## src/rtl/alu_cmd_sequencer.sv

```systemverilog
// Command FIFO + issue/wait/respond sequencer feeding a registered 8-bit ALU.
// Optional `ALU_SEQ_STATS_EN adds a 16-bit response handshake counter (op_count).
module alu_cmd_sequencer #(
    parameter int DEPTH   = 4,
    parameter int ALU_LAT = 1
) (
    input  logic                   clock,
    input  logic                   reset,
    input  logic                   cmd_valid,
    output logic                   cmd_ready,
    input  logic [7:0]             cmd_a,
    input  logic [7:0]             cmd_b,
    input  logic [3:0]             cmd_sel,
    output logic [7:0]             A,
    output logic [7:0]             B,
    output logic [3:0]             ALU_Sel,
    input  logic [7:0]             ALU_Out,
    input  logic                   CarryOut,
    output logic                   rsp_valid,
    input  logic                   rsp_ready,
    output logic [7:0]             rsp_out,
    output logic                   rsp_carry,
    output logic [3:0]             rsp_sel,
    output logic                   busy,
    output logic [$clog2(DEPTH):0] count
`ifdef ALU_SEQ_STATS_EN
    ,
    output logic [15:0]            op_count
`endif
);

    localparam int AW = $clog2(DEPTH);
    localparam int CW = AW + 1;
    localparam int LW = $clog2(ALU_LAT + 1);

    typedef enum logic [1:0] {S_IDLE, S_WAIT, S_RESP} state_t;

    typedef struct packed {
        logic [7:0] a;
        logic [7:0] b;
        logic [3:0] sel;
    } cmd_t;

    cmd_t          mem_q [DEPTH];
    logic [AW-1:0] wr_ptr_q, wr_ptr_d;
    logic [AW-1:0] rd_ptr_q, rd_ptr_d;
    logic [CW-1:0] count_q, count_d;
    state_t        state_q, state_d;
    logic [LW-1:0] wait_q, wait_d;
    logic [7:0]    a_q, a_d, b_q, b_d;
    logic [3:0]    sel_q, sel_d;
    logic          rsp_valid_q, rsp_valid_d;
    logic [7:0]    rsp_out_q, rsp_out_d;
    logic          rsp_carry_q, rsp_carry_d;
    logic [3:0]    rsp_sel_q, rsp_sel_d;

    logic full, empty, push, pop, handshake;
    cmd_t head;

`ifdef ALU_SEQ_STATS_EN
    logic [15:0] op_count_q, op_count_d;
`endif

    always_comb begin
        full  = (count_q == CW'(DEPTH));
        empty = (count_q == '0);
        push  = cmd_valid && !full;
        head  = mem_q[rd_ptr_q];
    end

    // Only output with a combinational input: held low throughout reset.
    assign cmd_ready = reset && !full;

    always_comb begin
        state_d     = state_q;
        wait_d      = wait_q;
        a_d         = a_q;
        b_d         = b_q;
        sel_d       = sel_q;
        rsp_valid_d = rsp_valid_q;
        rsp_out_d   = rsp_out_q;
        rsp_carry_d = rsp_carry_q;
        rsp_sel_d   = rsp_sel_q;
        pop         = 1'b0;
        handshake   = 1'b0;

        unique case (state_q)
            S_IDLE: begin
                pop = !empty;
            end
            S_WAIT: begin
                if (wait_q == '0) begin
                    rsp_out_d   = ALU_Out;
                    rsp_carry_d = CarryOut;
                    rsp_sel_d   = sel_q;
                    rsp_valid_d = 1'b1;
                    state_d     = S_RESP;
                end else begin
                    wait_d = wait_q - LW'(1);
                end
            end
            S_RESP: begin
                if (rsp_ready) begin
                    handshake   = 1'b1;
                    rsp_valid_d = 1'b0;
                    state_d     = S_IDLE;
                    pop         = !empty;
                end
            end
            default: state_d = S_IDLE;
        endcase

        // Issue shares one path from IDLE and from a RESP handshake.
        if (pop) begin
            a_d     = head.a;
            b_d     = head.b;
            sel_d   = head.sel;
            wait_d  = LW'(ALU_LAT);
            state_d = S_WAIT;
        end
    end

    always_comb begin
        wr_ptr_d = push ? wr_ptr_q + AW'(1) : wr_ptr_q;
        rd_ptr_d = pop  ? rd_ptr_q + AW'(1) : rd_ptr_q;
        unique case ({push, pop})
            2'b10:   count_d = count_q + CW'(1);
            2'b01:   count_d = count_q - CW'(1);
            default: count_d = count_q;
        endcase
`ifdef ALU_SEQ_STATS_EN
        op_count_d = handshake ? op_count_q + 16'd1 : op_count_q;
`endif
    end

    always_ff @(posedge clock or negedge reset) begin
        if (!reset) begin
            state_q     <= S_IDLE;
            wait_q      <= '0;
            wr_ptr_q    <= '0;
            rd_ptr_q    <= '0;
            count_q     <= '0;
            a_q         <= '0;
            b_q         <= '0;
            sel_q       <= '0;
            rsp_valid_q <= 1'b0;
            rsp_out_q   <= '0;
            rsp_carry_q <= 1'b0;
            rsp_sel_q   <= '0;
`ifdef ALU_SEQ_STATS_EN
            op_count_q  <= '0;
`endif
        end else begin
            state_q     <= state_d;
            wait_q      <= wait_d;
            wr_ptr_q    <= wr_ptr_d;
            rd_ptr_q    <= rd_ptr_d;
            count_q     <= count_d;
            a_q         <= a_d;
            b_q         <= b_d;
            sel_q       <= sel_d;
            rsp_valid_q <= rsp_valid_d;
            rsp_out_q   <= rsp_out_d;
            rsp_carry_q <= rsp_carry_d;
            rsp_sel_q   <= rsp_sel_d;
`ifdef ALU_SEQ_STATS_EN
            op_count_q  <= op_count_d;
`endif
        end
    end

    // Storage needs no reset: entries are only read once the count says they are valid.
    always_ff @(posedge clock) begin
        if (push) begin
            mem_q[wr_ptr_q] <= {cmd_a, cmd_b, cmd_sel};
        end
    end

    assign A         = a_q;
    assign B         = b_q;
    assign ALU_Sel   = sel_q;
    assign rsp_valid = rsp_valid_q;
    assign rsp_out   = rsp_out_q;
    assign rsp_carry = rsp_carry_q;
    assign rsp_sel   = rsp_sel_q;
    assign count     = count_q;
    assign busy      = (state_q != S_IDLE) || !empty;
`ifdef ALU_SEQ_STATS_EN
    assign op_count  = op_count_q;
`endif

endmodule
```

## config.mk

```make
export PLATFORM = sky130hd
export DESIGN_NAME = alu_cmd_sequencer
export DESIGN_NICKNAME = d
export VERILOG_FILES = /design/src/rtl/alu_cmd_sequencer.sv
export SDC_FILE = /design/constraint.sdc
export NUM_CORES = 1
export LEC_CHECK = 0
export ABC_AREA = 1
export CAP_MARGIN = 20
export CELL_PAD_IN_SITES_DETAIL_PLACEMENT = 0
export CELL_PAD_IN_SITES_GLOBAL_PLACEMENT = 2
export CORE_MARGIN = 2
export CORE_UTILIZATION = 43
export DETAILED_ROUTE_END_ITERATION = 6
export DONT_BUFFER_PORTS = 1
export PLACE_DENSITY = 0.89
export SETUP_SLACK_MARGIN = 0.02
export SLEW_MARGIN = 20
export SYNTH_ARGS = -nofsm -noshare
export SYNTH_HDL_FRONTEND = slang
export SYNTH_SLANG_ARGS = --single-unit
```

## constraint.sdc

```tcl
create_clock -name clock -period 3.9 [get_ports clock]
set_clock_uncertainty 0.2 [all_clocks]
set_input_delay 1.17 -clock clock [delete_from_list [all_inputs] [get_ports clock]]
set_output_delay 1.17 -clock clock [all_outputs]
set_load 0.005 [all_outputs]
```

==> flow_summary.yaml, run 1 <==
sta:
  tns_ps: 0
  timing.hold.ws_ps: 246
  worst_slack_ps: 797
  slew-limit-headroom_pct: 49.0
  report.final.hold_viol_count: 0
  min_period_ps: 3100
  report.final.slew_viol_count: 0
  tightest_slew_ps: 764
  final_min_period_over_clock_period_pct: 79.6
  fmax_ghz: 0.322
  rsz_0062_raised_after_global_routing: "no"
  final-setup-viol-count: 0
clock_tree:
  ctsHoldBuffers: 0
  ctsRootBufferMaster: "clkbuf_16"
  clkSlewWorstSetupHoldPaths_ps: 50
  cts.repair_timing.setup_buffer_count: 0
  clock_insertion_delay_worst_skew_ps: 410
  h_tree_levels: 4
  ctsResizeCount: 0
  clockBufferDepth: 2
  tritoncts: "yes"
  clock_sinks: 124
  cts_inserted_buffers: 17
yosys:
  syn-mean-instance-area_sq_um: 9.96
  synth_top_cell_by_area: "edfxtp_1"
  post_synthesis_instance_area_sq_mm: 0.00524
  flip_flop_and_latch_count_after_synthesis: 124
  postSynthNetCount: 565
  ys_seq_area_share_pct: 66.9
  yosys.area.top_type_share_pct: 45.9
  netlist-cell-type-count: 23
  synth.area.top_cells: "edfxtp_1 46%, dfrtp_1 21%, nand2_1 14%, inv_1 6.7%, nand3_1 5.6%"
  yosysWarnings: 0
  postSynthCellCount: 526
grt:
  wire_length_of_the_first_global_routing_pass_um: 16200
  top_usage_layer: "met2"
  grt_pass1_vias: 3149
  global_route.usage.total_pct: 16.9
  m3_gr_usage_pct: 7.46
  gr-usage-met1_pct: 19.0
  grt_use_met2_pct: 28.0
  residual_overflow_from_global_routing: 0
  antenna_violations_before_repair: 0
  grt_start_max_net_pins: 46
routing:
  routedWlPerCell_um: 14.7
  routed_via_density: 4.70
  route.antenna.remaining_nets: 0
  drt-pass1-iter-count: 5
  dr.first_iter.drc_count: 166
  post-route-drc-count: 0
  via_count: 3247
  postRouteWirelength_um: 10200
critical_path:
  crit_arrival_ps: 1730
  worstSetupEndpointType: "output port"
  setup.worst_path.start_class: "input port"
  timing.critical_path.fanout_max: 27
  required_ps: 2530
  critPathKind: "input port to output port"
floorplanning:
  num_io_pins: 72
  floorplan.initialDensity_pct: 43.8
  die_x_um: 114
  fp-row-count: 40
  floorplan.die.height_um: 114
  core-area_sq_mm: 0.0120
  die_area_sq_mm: 0.0131
finish:
  mostFrequentLayoutCells: "202 x nand2_1, 94 x inv_1, 80 x edfxtp_1"
  drive_gt1_share_pct: 8.09
  antenna_cells_inserted: 0
  flow.area_growth_from_synthesis_pct: 13.1
  final_cells: 691
  mostFrequentLayoutCell: "nand2_1"
  nNetsFinal: 570
run:
  timing.max_cap.violations: 0
pwr:
  power_uw: 5000
  worst_ir_drop_vdd_mv: 0.438
  total_leakage_power_uw: 0.00284
  power_density_mw_per_mm2: 844
place:
  port_buffers: 0
  place_hpwl_um: 6450
  gp_routability_congestion: 0.748
  preCtsSetupSlack_ps: 796
  placedCellCount: 659
run_status:
  status: "completed"
worst_hold_path:
  kind_of_path_behind_the_tightest_hold_check: "input port to asynchronous set/reset pin"
## routing by layer
metal / up-vias / wire length [um] / share of wire (%)
met5: - / 0 / 0
met4: 0 / 116 / 1.1
met3: 9 / 811 / 8.0
met2: 93 / 4980 / 49
met1: 1509 / 4270 / 42
li1: 1636 / - / -
## per-stage QoR
step | utilization (%) | cell area [sq um]
floorplan | - | 5240
global placement | 44.8 | 5360
detailed placement | 44.8 | 5360
CTS | 49.5 | 5930
global route | 49.5 | 5930
finish | 49.5 | 5930
## cells in the mapped netlist (all sizes together)
cell type,instances
inv,98
nor2,5
fa,1
dfrtp,44
nand2,205
edfxtp,80
ha,5
and2,1
buf,16
clkbuf,4
nand3,59
o31ai,1
xnor2,2
o21ai,3
xor2,2
## sequential cells by signal, indices dropped and copies added, names as in the netlist
register / cells
state_q: 2
A: 8
rd_ptr_q: 2
rsp_sel: 4
rsp_out: 8
B: 8
mem_q: 80
rsp_carry: 1
count: 3
rsp_valid: 1
wait_q: 1
ALU_Sel: 4
wr_ptr_q: 2
## power breakdown
part           switching, uW  internal (uW)
clock network            527            966
logic                   1010            444
registers                234           1830
## critical path: stages
cell and delay [ps]:
nand2_1 60, nand2_2 70, nand2_4 260, nand3_1 170
## area by class of cell
type,instances,area (sq um)
Fill cell,1058,6040
Timing Repair Buffer,6,45.0
Inverter,98,370
Multi-Input combinational cell,284,1260
Clock inverter,8,91.3
Clock buffer,24,472
Sequential cell,124,3500
Tap cell,147,184
## path summary, 6_finish.rpt
path                                    to        from  slack, ps  cells after the start
worst max-delay path                  busy   rsp_ready        800                      4
worst min-delay path                  B[6]       reset        250                      0
worst max register to register    count[2]    count[1]       1470                     10
worst min register to register  state_q[1]  state_q[0]        280                      1
max in group asynchronous             A[7]       reset       3150                      0
min in group clock              state_q[1]  state_q[0]        280                      1
## cell families (layout without fill, tap and decap cells)
| group | after synthesis | in the layout | synth area share, % |
|---|---|---|---|
| and+or+nand+nor | 270 | 270 | 21.2 |
| buffers and inverters | 118 | 136 | 9.27 |
| AOI/OAI and AO/OA | 4 | 4 | 0.430 |
| xor gates and xnor gates | 4 | 4 | 0.669 |
| DFF | 124 | 124 | 66.9 |
| adders and majority gates | 6 | 6 | 1.58 |
Power figures use the tool's default switching activity.
==> run 2: changes to the inputs <==
- CORE_UTILIZATION: 43 -> 40
- PLACE_DENSITY: 0.89 -> 0.84
- clock period: 3.9 -> 3.1 ns (I/O delays scaled with it)
==> run 2 against run 1 <==
First-iteration DRC count is 14% lower. Sequential share of layout area down 0.36 points. Largest cell class unchanged. Design area increased by 0.61%. Clock-buffer cell count is 5 higher. Critical path depth is the same. Routed wire length rose by 2.6%. Largest power group unchanged. Via count fell by 0.43%. Global-route usage fell by 0.94 points. Register-to-register slack got worse by 600 ps. Worst setup slack got worse by 130 ps. Sequential cell count stayed put.
==> flow_summary.yaml, run 2 (same netlist as run 1, synthesis figures left out) <==
grt:
  residual_overflow_from_global_routing: 0
  grt_pass1_vias: 3093
  global_route.usage.total_pct: 16.0
  wire_length_of_the_first_global_routing_pass_um: 16800
  antenna_violations_before_repair: 0
  grt_start_max_net_pins: 45
routing:
  postRouteWirelength_um: 10400
  routed_via_density: 4.50
  post-route-drc-count: 0
  routedWlPerCell_um: 14.5
  via_count: 3233
  dr.first_iter.drc_count: 142
  route.antenna.remaining_nets: 0
  drt-pass1-iter-count: 5
pwr:
  worst_ir_drop_vdd_mv: 0.547
  total_leakage_power_uw: 0.00284
  power_density_mw_per_mm2: 1040
  power_uw: 6210
floorplanning:
  fp-row-count: 41
  die_area_sq_mm: 0.0140
  floorplan.die.height_um: 118
  die_x_um: 118
  num_io_pins: 72
  floorplan.initialDensity_pct: 41.2
  core-area_sq_mm: 0.0127
run:
  timing.max_cap.violations: 0
run_status:
  status: "completed"
place:
  placedCellCount: 686
  port_buffers: 0
  place_hpwl_um: 6050
  gp_routability_congestion: 0.739
  preCtsSetupSlack_ps: 590
finish:
  antenna_cells_inserted: 0
  nNetsFinal: 573
  flow.area_growth_from_synthesis_pct: 13.8
  mostFrequentLayoutCell: "nand2_1"
  final_cells: 719
  largest_register_ff_count: 80
  drive_gt1_share_pct: 8.23
  mostFrequentLayoutCells: "202 x nand2_1, 94 x inv_1, 80 x edfxtp_1"
  largest_register: "mem_q"
critical_path:
  timing.critical_path.fanout_max: 3
  critPathKind: "flop to output port"
  worstSetupEndpointType: "output port"
  required_ps: 1970
  crit_arrival_ps: 1310
  setup.worst_path.start_class: "flop"
worst_hold_path:
  kind_of_path_behind_the_tightest_hold_check: "input port to asynchronous set/reset pin"
sta:
  report.final.slew_viol_count: 0
  min_period_ps: 2440
  slew-limit-headroom_pct: 46.8
  report.final.hold_viol_count: 0
  tightest_slew_ps: 798
  tns_ps: 0
  timing.hold.ws_ps: 154
  final-setup-viol-count: 0
  rsz_0062_raised_after_global_routing: "no"
  worst_slack_ps: 664
  final_min_period_over_clock_period_pct: 78.6
  fmax_ghz: 0.411
clock_tree:
  clockBufferDepth: 2
  ctsResizeCount: 0
  tritoncts: "yes"
  ctsRootBufferMaster: "clkbuf_16"
  cts_inserted_buffers: 17
  clock_sinks: 124
  clock_insertion_delay_worst_skew_ps: 410
  clkSlewWorstSetupHoldPaths_ps: 50
  h_tree_levels: 4
run 2: cell count changes in the layout (fill, tap and decap cells not counted), sizes merged:
| cell | before | now |
|---|---|---|
| clkinvlp | 1 | 0 |
| bufinv | 2 | 0 |
| clkbuf | 24 | 29 |
| buf | 6 | 9 |
| clkinv | 5 | 3 |
run 2: worst paths after layout:
path / start / to / slack, ps / cells after the start
worst min-delay path: reset / B[3] / 150 / 1
worst min register to register: state_q[0] / state_q[1] / 270 / 1
worst max-delay path: count[0] / busy / 660 / 4
worst max register to register: count[0] / count[2] / 870 / 9
max in group asynchronous: reset / A[5] / 2320 / 1
min in group clock: state_q[0] / state_q[1] / 270 / 1
run 2: layout make-up:
cell class / count / area [sq um]
repair buffers: 9 / 87.6
well taps: 172 / 215
multi-input cells: 284 / 1260
clock buffers: 29 / 510
flip-flops and latches: 124 / 3500
inverters: 98 / 370
clock inverters: 3 / 15.0
fillers: 1211 / 6760
run 2: timing repair:
action | 4_1_cts | 5_1_grt
hold buffers | 1 | 0
buffers inserted | 0 | 0
setup endpoints to repair | 0 | 0
endpoints found under the hold margin | 44 | 0
run 2: per-layer routing:
layer,GRT usage (%),routed length (um),share of wire (%),vias up
li1,-,-,-,1645
met1,18.2,4320,41,1484
met4,6.47,183,1.8,0
met3,7.58,836,8.0,18
met2,26.0,5100,49,86
met5,0,0,0,-
run 2: worst max-delay path, cell delays in order, from the launching register on:
cell	delay, ps
dfrtp_1	410
inv_1	130
nand3_1	130
nand2_4	120
nand3_1	100
run 2: where the power goes:
part	total, uW	internal [uW]	switching (uW)
sequential	2580	2300	281
combinational	1880	585	1300
clock	1740	1100	643
total	6210	3980	2220
run 2: metrics by stage:
| step | instance area (sq um) | utilization (%) |
|---|---|---|
| 4_1_cts | 5960 | 46.9 |
| 6_report | 5960 | 46.9 |
| 5_1_grt | 5960 | 46.9 |
| 2_1_floorplan | 5240 | - |
| 3_3_place_gp | 5410 | 42.5 |
| 3_5_place_dp | 5410 | 42.5 |
==> run 3: changes to the inputs <==
- CORE_UTILIZATION: 40 -> 36
- PLACE_DENSITY: 0.84 -> 0.8
- clock period: 3.1 -> 2.03 ns (I/O delays scaled with it)
==> run 3 against run 2 <==
The flow now finishes with violations (negative setup slack). Clock power rose by 84%. Total power rose by 73%. Register-to-register slack got worse by 860 ps. Utilization fell by 2.4 points. Non-clock buffer count rose by 21. Sequential power rose by 52%. Die area rose by 11%. Sequential share of layout area fell by 3.9 points. Worst hold slack got worse by 62 ps. Sequential cell count did not move. Largest cell class unchanged. Largest power group unchanged.
==> flow_summary.yaml, run 3 (same netlist as run 1, synthesis figures left out) <==
critical_path:
  worst_r2r_path_depth: 12
  timing.critical_path.slowest_stage_cell: "dfrtp_1"
  timing.critical_path.fanout_max: 4
  critical_path.cell_chain: "inv_2 > nand2_2 > nand2_2 > nand2_4 > buf_12 > nand3_4"
  setup.worst_path.start_class: "flop"
  cpPeakStageDelay_ps: 390
  critPathKind: "flop to output port"
  cell_with_the_most_instances_on_the_worst_path: "nand2_2"
  critPathTopFamily: "flip-flops"
  worstSetupStartpoint: "state_q[0]"
  ff2ff_setup_slack_ps: 10
  crit_arrival_ps: 1240
  bufs_and_invs_on_worst_path: 2
  rr_startpoint: "state_q[0]"
  required_ps: 1220
  timing.rr.end: "count[2]"
  worstSetupEndpointType: "output port"
routing:
  route.antenna.remaining_nets: 0
  drt-pass1-iter-count: 4
  postRouteWirelength_um: 10800
  routed_via_density: 4.44
  post-route-drc-count: 0
  via_count: 3346
  routedWlPerCell_um: 14.4
  dr.first_iter.drc_count: 200
grt:
  grt_start_max_net_pins: 45
  residual_overflow_from_global_routing: 0
  grt_pass1_vias: 3416
  global_route.usage.total_pct: 15.1
  antenna_violations_before_repair: 0
  wire_length_of_the_first_global_routing_pass_um: 17800
place:
  preCtsSetupSlack_ps: -79.1
  gp_routability_congestion: 0.726
  placedInstanceArea_sq_mm: 0.00557
  port_buffers: 0
  place_hpwl_um: 6380
sta:
  tightest_slew_ps: 454
  report.final.slew_viol_count: 0
  rsz_0062_raised_after_global_routing: "yes"
  final-setup-viol-count: 1
  worst_slack_ps: -20.3
  final_min_period_over_clock_period_pct: 101
  slew-limit-headroom_pct: 69.7
  timing.hold.ws_ps: 92.4
  min_period_ps: 2050
  fmax_ghz: 0.488
  report.final.hold_viol_count: 0
floorplanning:
  floorplan.die.height_um: 125
  core-area_sq_mm: 0.0144
  fp-row-count: 44
  floorplan.initialDensity_pct: 36.5
  num_io_pins: 72
  die_area_sq_mm: 0.0155
  die_x_um: 125
finish:
  fillCellCount: 1320
  flow.area_growth_from_synthesis_pct: 22.0
  finalCoreUtilization_pct: 44.5
  nNetsFinal: 594
  mostFrequentLayoutCell: "nand2_1"
  mostFrequentLayoutCells: "200 x nand2_1, 90 x inv_1, 80 x edfxtp_1"
  fin_area_sq_mm: 0.00639
  drive_gt1_share_pct: 13.9
  largest_register_ff_count: 80
  largest_register: "mem_q"
pwr:
  worst_ir_drop_vdd_mv: 0.675
  total_leakage_power_uw: 0.00304
  power_density_mw_per_mm2: 1680
  power_uw: 10700
clock_tree:
  ctsRootBufferMaster: "clkbuf_16"
  clock_insertion_delay_worst_skew_ps: 410
  clock_sinks: 124
  cts_inserted_buffers: 17
  tritoncts: "yes"
  h_tree_levels: 4
  clockBufferDepth: 2
  clkSlewWorstSetupHoldPaths_ps: 50
run_status:
  status: "finished with violations"
  failed_checks: "negative setup slack"
worst_hold_path:
  hold-path-cell-count: 0
  hold_path_startpoint: "cmd_sel[0]"
  capture_endpoint_of_the_worst_hold_path: "mem_q[0][0]"
  kind_of_path_behind_the_tightest_hold_check: "input port to flop"
run:
  timing.max_cap.violations: 0
## run 3: cell types whose count changed in the layout (fill, tap and decap cells not counted), moves of 2 or more
cell       delta
buf_4        +13
buf_12        +6
bufinv_16     +4
clkbuf_1      -4
inv_1         -4
inv_2         +4
nand2_1       -2
nand2_2       +2
nand3_1       -2
## run 3: worst max path at each step
| stage | to | slack (ps) | cells after the start |
|---|---|---|---|
| final | busy | -20 | 6 |
| after global routing | busy | -90 | 6 |
| after CTS | busy | -40 | 6 |
| after detailed placement | count[2] | -80 | 10 |
| after global placement | busy | -50 | 5 |
| after floorplan | mem_q[0][0] | -200 | 2 |
## run 3: routing by layer
metal  track usage (%)  vias to the layer above  part of all wire, %
met5                 0                        -                    0
met3              6.79                       16                  8.6
met4              8.06                        0                  2.6
met1              16.0                     1537                   39
li1                  -                     1691                    -
met2              25.3                      102                   50
## run 3: final cells by class
class                   instances  area (sq um)  area share (%)
diodes                          1          2.50          0.0392
clock buffers                  26           509            7.97
well taps                     184           230            3.60
flip-flops and latches        124          3500            54.8
multi-input cells             284          1300            20.3
inverters                      98           370            5.79
clock inverters                 6           130            2.04
repair buffers                 30           348            5.44
## run 3: timing repair
action,CTS,global route
hold buffers,2,0
buffers inserted,6,2
resized for setup,13,2
gates cloned,1,0
endpoints found under the hold margin,44,0
setup endpoints to repair,3,4
pin swaps,3,5
## run 3: report_power, final
part           internal (uW)  leakage (uW)  switching (uW)
clock                   2210      0.000315            1000
sequential              3510       0.00127             410
combinational           1410       0.00146            2200
## run 3: metrics by stage
| step | setup TNS (ps) | instances |
|---|---|---|
| final | -20.3 | 753 |
| after global routing | -247 | 752 |
| after CTS | -42.0 | 750 |
| after detailed placement | -134 | 709 |
| after global placement | -78.4 | 709 |
| after floorplan | -16120 | 526 |
==> patch (flow settings as in run 1) <==
Make the reset (`reset`) synchronous in one clocked block.
--- a/src/rtl/alu_cmd_sequencer.sv
+++ b/src/rtl/alu_cmd_sequencer.sv
@@ -134,5 +134,5 @@
     end
 
-    always_ff @(posedge clock or negedge reset) begin
+    always_ff @(posedge clock) begin
         if (!reset) begin
             state_q     <= S_IDLE;
Check against the original RTL: differs if reset is asserted again (counterexample within 4 cycles, from zero or initial values and one cycle with reset low); with reset held inactive, the same outputs for 10 cycles.
==> patch against run 1 <==
- wire length grew 0.14%
- total power shrank 10%
- hold slack gained 0.034 ns
- via count grew 5.4%
- cell area grew 0.46%
- highest routed layer unchanged
- sequential cell count is the same
- area after synthesis grew 0.50%
- setup slack gained 0.021 ns
==> patch: results (changes against run 1) <==
status finished clean (unchanged); Largest register FFs 80 (unchanged); Avg Vias per Cell 4.62 (was 4.70); Hold Path Origin rsp_out[6]$_SDFFE_PN0P_; clk buf depth 2 (unchanged); gp weighted congestion 0.780 (was 0.748); synth cell count leaders nand2_1 (166), inv_1 (115), edfxtp_1 (80), nand3_1 (60), nor2_1 (48) (was nand2_1 (202), inv_1 (94), edfxtp_1 (80), nand3_1 (59), dfrtp_1 (44)); maximum vdd drop 351 uV (was 438 uV); Antenna Cells 0 (unchanged); Buffers on Ports 0 (unchanged); Post-synth EDFFs 80 (unchanged); # resized after CTS 0 (unchanged); initial detailed-routing violation count 198 (was 166); delay-heaviest family, CP simple AND/OR/NAND/NOR gates (unchanged); CP max-delay cell nand2_4 (unchanged); # fillers 1,141 (was 1,058); number of CTS-inserted buffers 17 (unchanged); reg-to-reg endpoint count[2]$_SDFFE_PN0P_ (was count[2]$_DFFE_PN0P_); synth top area cells edfxtp_1 (46%), dfxtp_1 (17%), nand2_1 (12%) (was edfxtp_1 (46%), dfrtp_1 (21%), nand2_1 (14%)); post-CTS setup buffers 0 (unchanged); post-synthesis cell type count 23 (unchanged); CTS Root Cell clkbuf_16 (unchanged); Reg2Reg Depth 9 (was 10); DP HPWL 6.21 mm (was 6.45 mm); CP Data Arrival Time 1.71 ns (was 1.73 ns); initial antenna violation count 0 (unchanged); Clock Latency Late Sink 0.41 ns (about the same); async set-reset flop share out of synthesis 0% (was 35.5%); drt pass-1 iters 4 (was 5); actual slew at the worst max-slew pin 0.830 ns (was 0.764 ns); worst setup path endpoint busy (unchanged); vias in the first global route 3,157 (was 3,149); Warnings, synthesis 0 (unchanged); static leakage 2.66 nW (was 2.84 nW); FF-to-FF setup slack 1.40 ns (was 1.47 ns); Worst Hold Endpoint rsp_out[6]$_SDFFE_PN0P_; clk slew on worst S/H paths 0.05 ns (about the same); worst hold slack 0.279 ns (was 0.246 ns); syn_nets 618 (was 565); sequential-to-total area share from yosys stat 62.4% (was 66.9%); crit path max fanout 23 (was 27); Reg-to-Reg Start count[0]$_SDFFE_PN0P_ (was count[1]$_DFFE_PN0P_); Tightest Hold Check Type register to register (was input pin to asynchronous set/reset pin); largest net degree at the start of global routing 44 (was 46); total track usage 16.9% (about the same); FMAX 325 MHz (was 322 MHz); share of layout cells above drive strength 1 7.24% (was 8.09%); pre-CTS setup slack 0.795 ns (was 0.796 ns); WL per Instance 13.8 um (was 14.7 um); Crit. Startpoint rsp_ready (unchanged); CTS H-tree depth 4 (unchanged); Worst path max stage delay 0.18 ns (was 0.26 ns); worst hold stages 2; Largest Register mem_q (unchanged); first-pass GRT wire length 16.4 mm (was 16.2 mm)
patch: kinds of logic (layout without fill, tap and decap cells):
kind of cell	count (synthesis)	in the layout	share of synthesized area [%]
AOI/OAI and AO/OA	28	28	2.99
adders and majority gates	6	6	1.57
buffers and inverters	141	156	11.1
DFF	124	124	62.4
and+or+nand+nor	280	280	22.0
patch: final cells by class:
type | instances | share of cell area [%]
multi-input combinational | 314 | 23.5
timing repair buffer | 8 | 1.01
clock buffer | 20 | 7.50
clock inverter | 12 | 2.46
tap | 147 | 3.09
sequential | 124 | 55.1
inverter | 116 | 7.31
patch: stage by stage:
step	cell area, um2	instances
finish	5950	741
global route	5950	741
CTS	5950	741
detailed placement	5360	709
global placement	5360	709
floorplan	5270	579
patch: routing by layer:
| layer | share of wire (%) | track usage [%] | vias to the layer above |
|---|---|---|---|
| met3 | 8.9 | 8.10 | 16 |
| met5 | 0 | 0 | - |
| met4 | 1.7 | 6.99 | 0 |
| met2 | 46 | 26.0 | 91 |
| li1 | - | - | 1797 |
| met1 | 43 | 20.3 | 1518 |
patch: worst reg2reg max path: stages (launching register included):
cell      delay [ns]
dfxtp_1         0.35
inv_1           0.14
nand3b_1        0.21
nand2_4         0.28
inv_1           0.10
ha_1            0.23
fa_1            0.39
or2_2           0.32
a31oi_1         0.13
nor2_1          0.05
patch: power by group:
group	leakage, nW	internal, W	switching (W)
clock	0.277	0.00101	0.000533
sequential	1.10	0.00162	0.000140
combinational	1.29	0.000360	0.000811
total	2.66	0.00299	0.00148
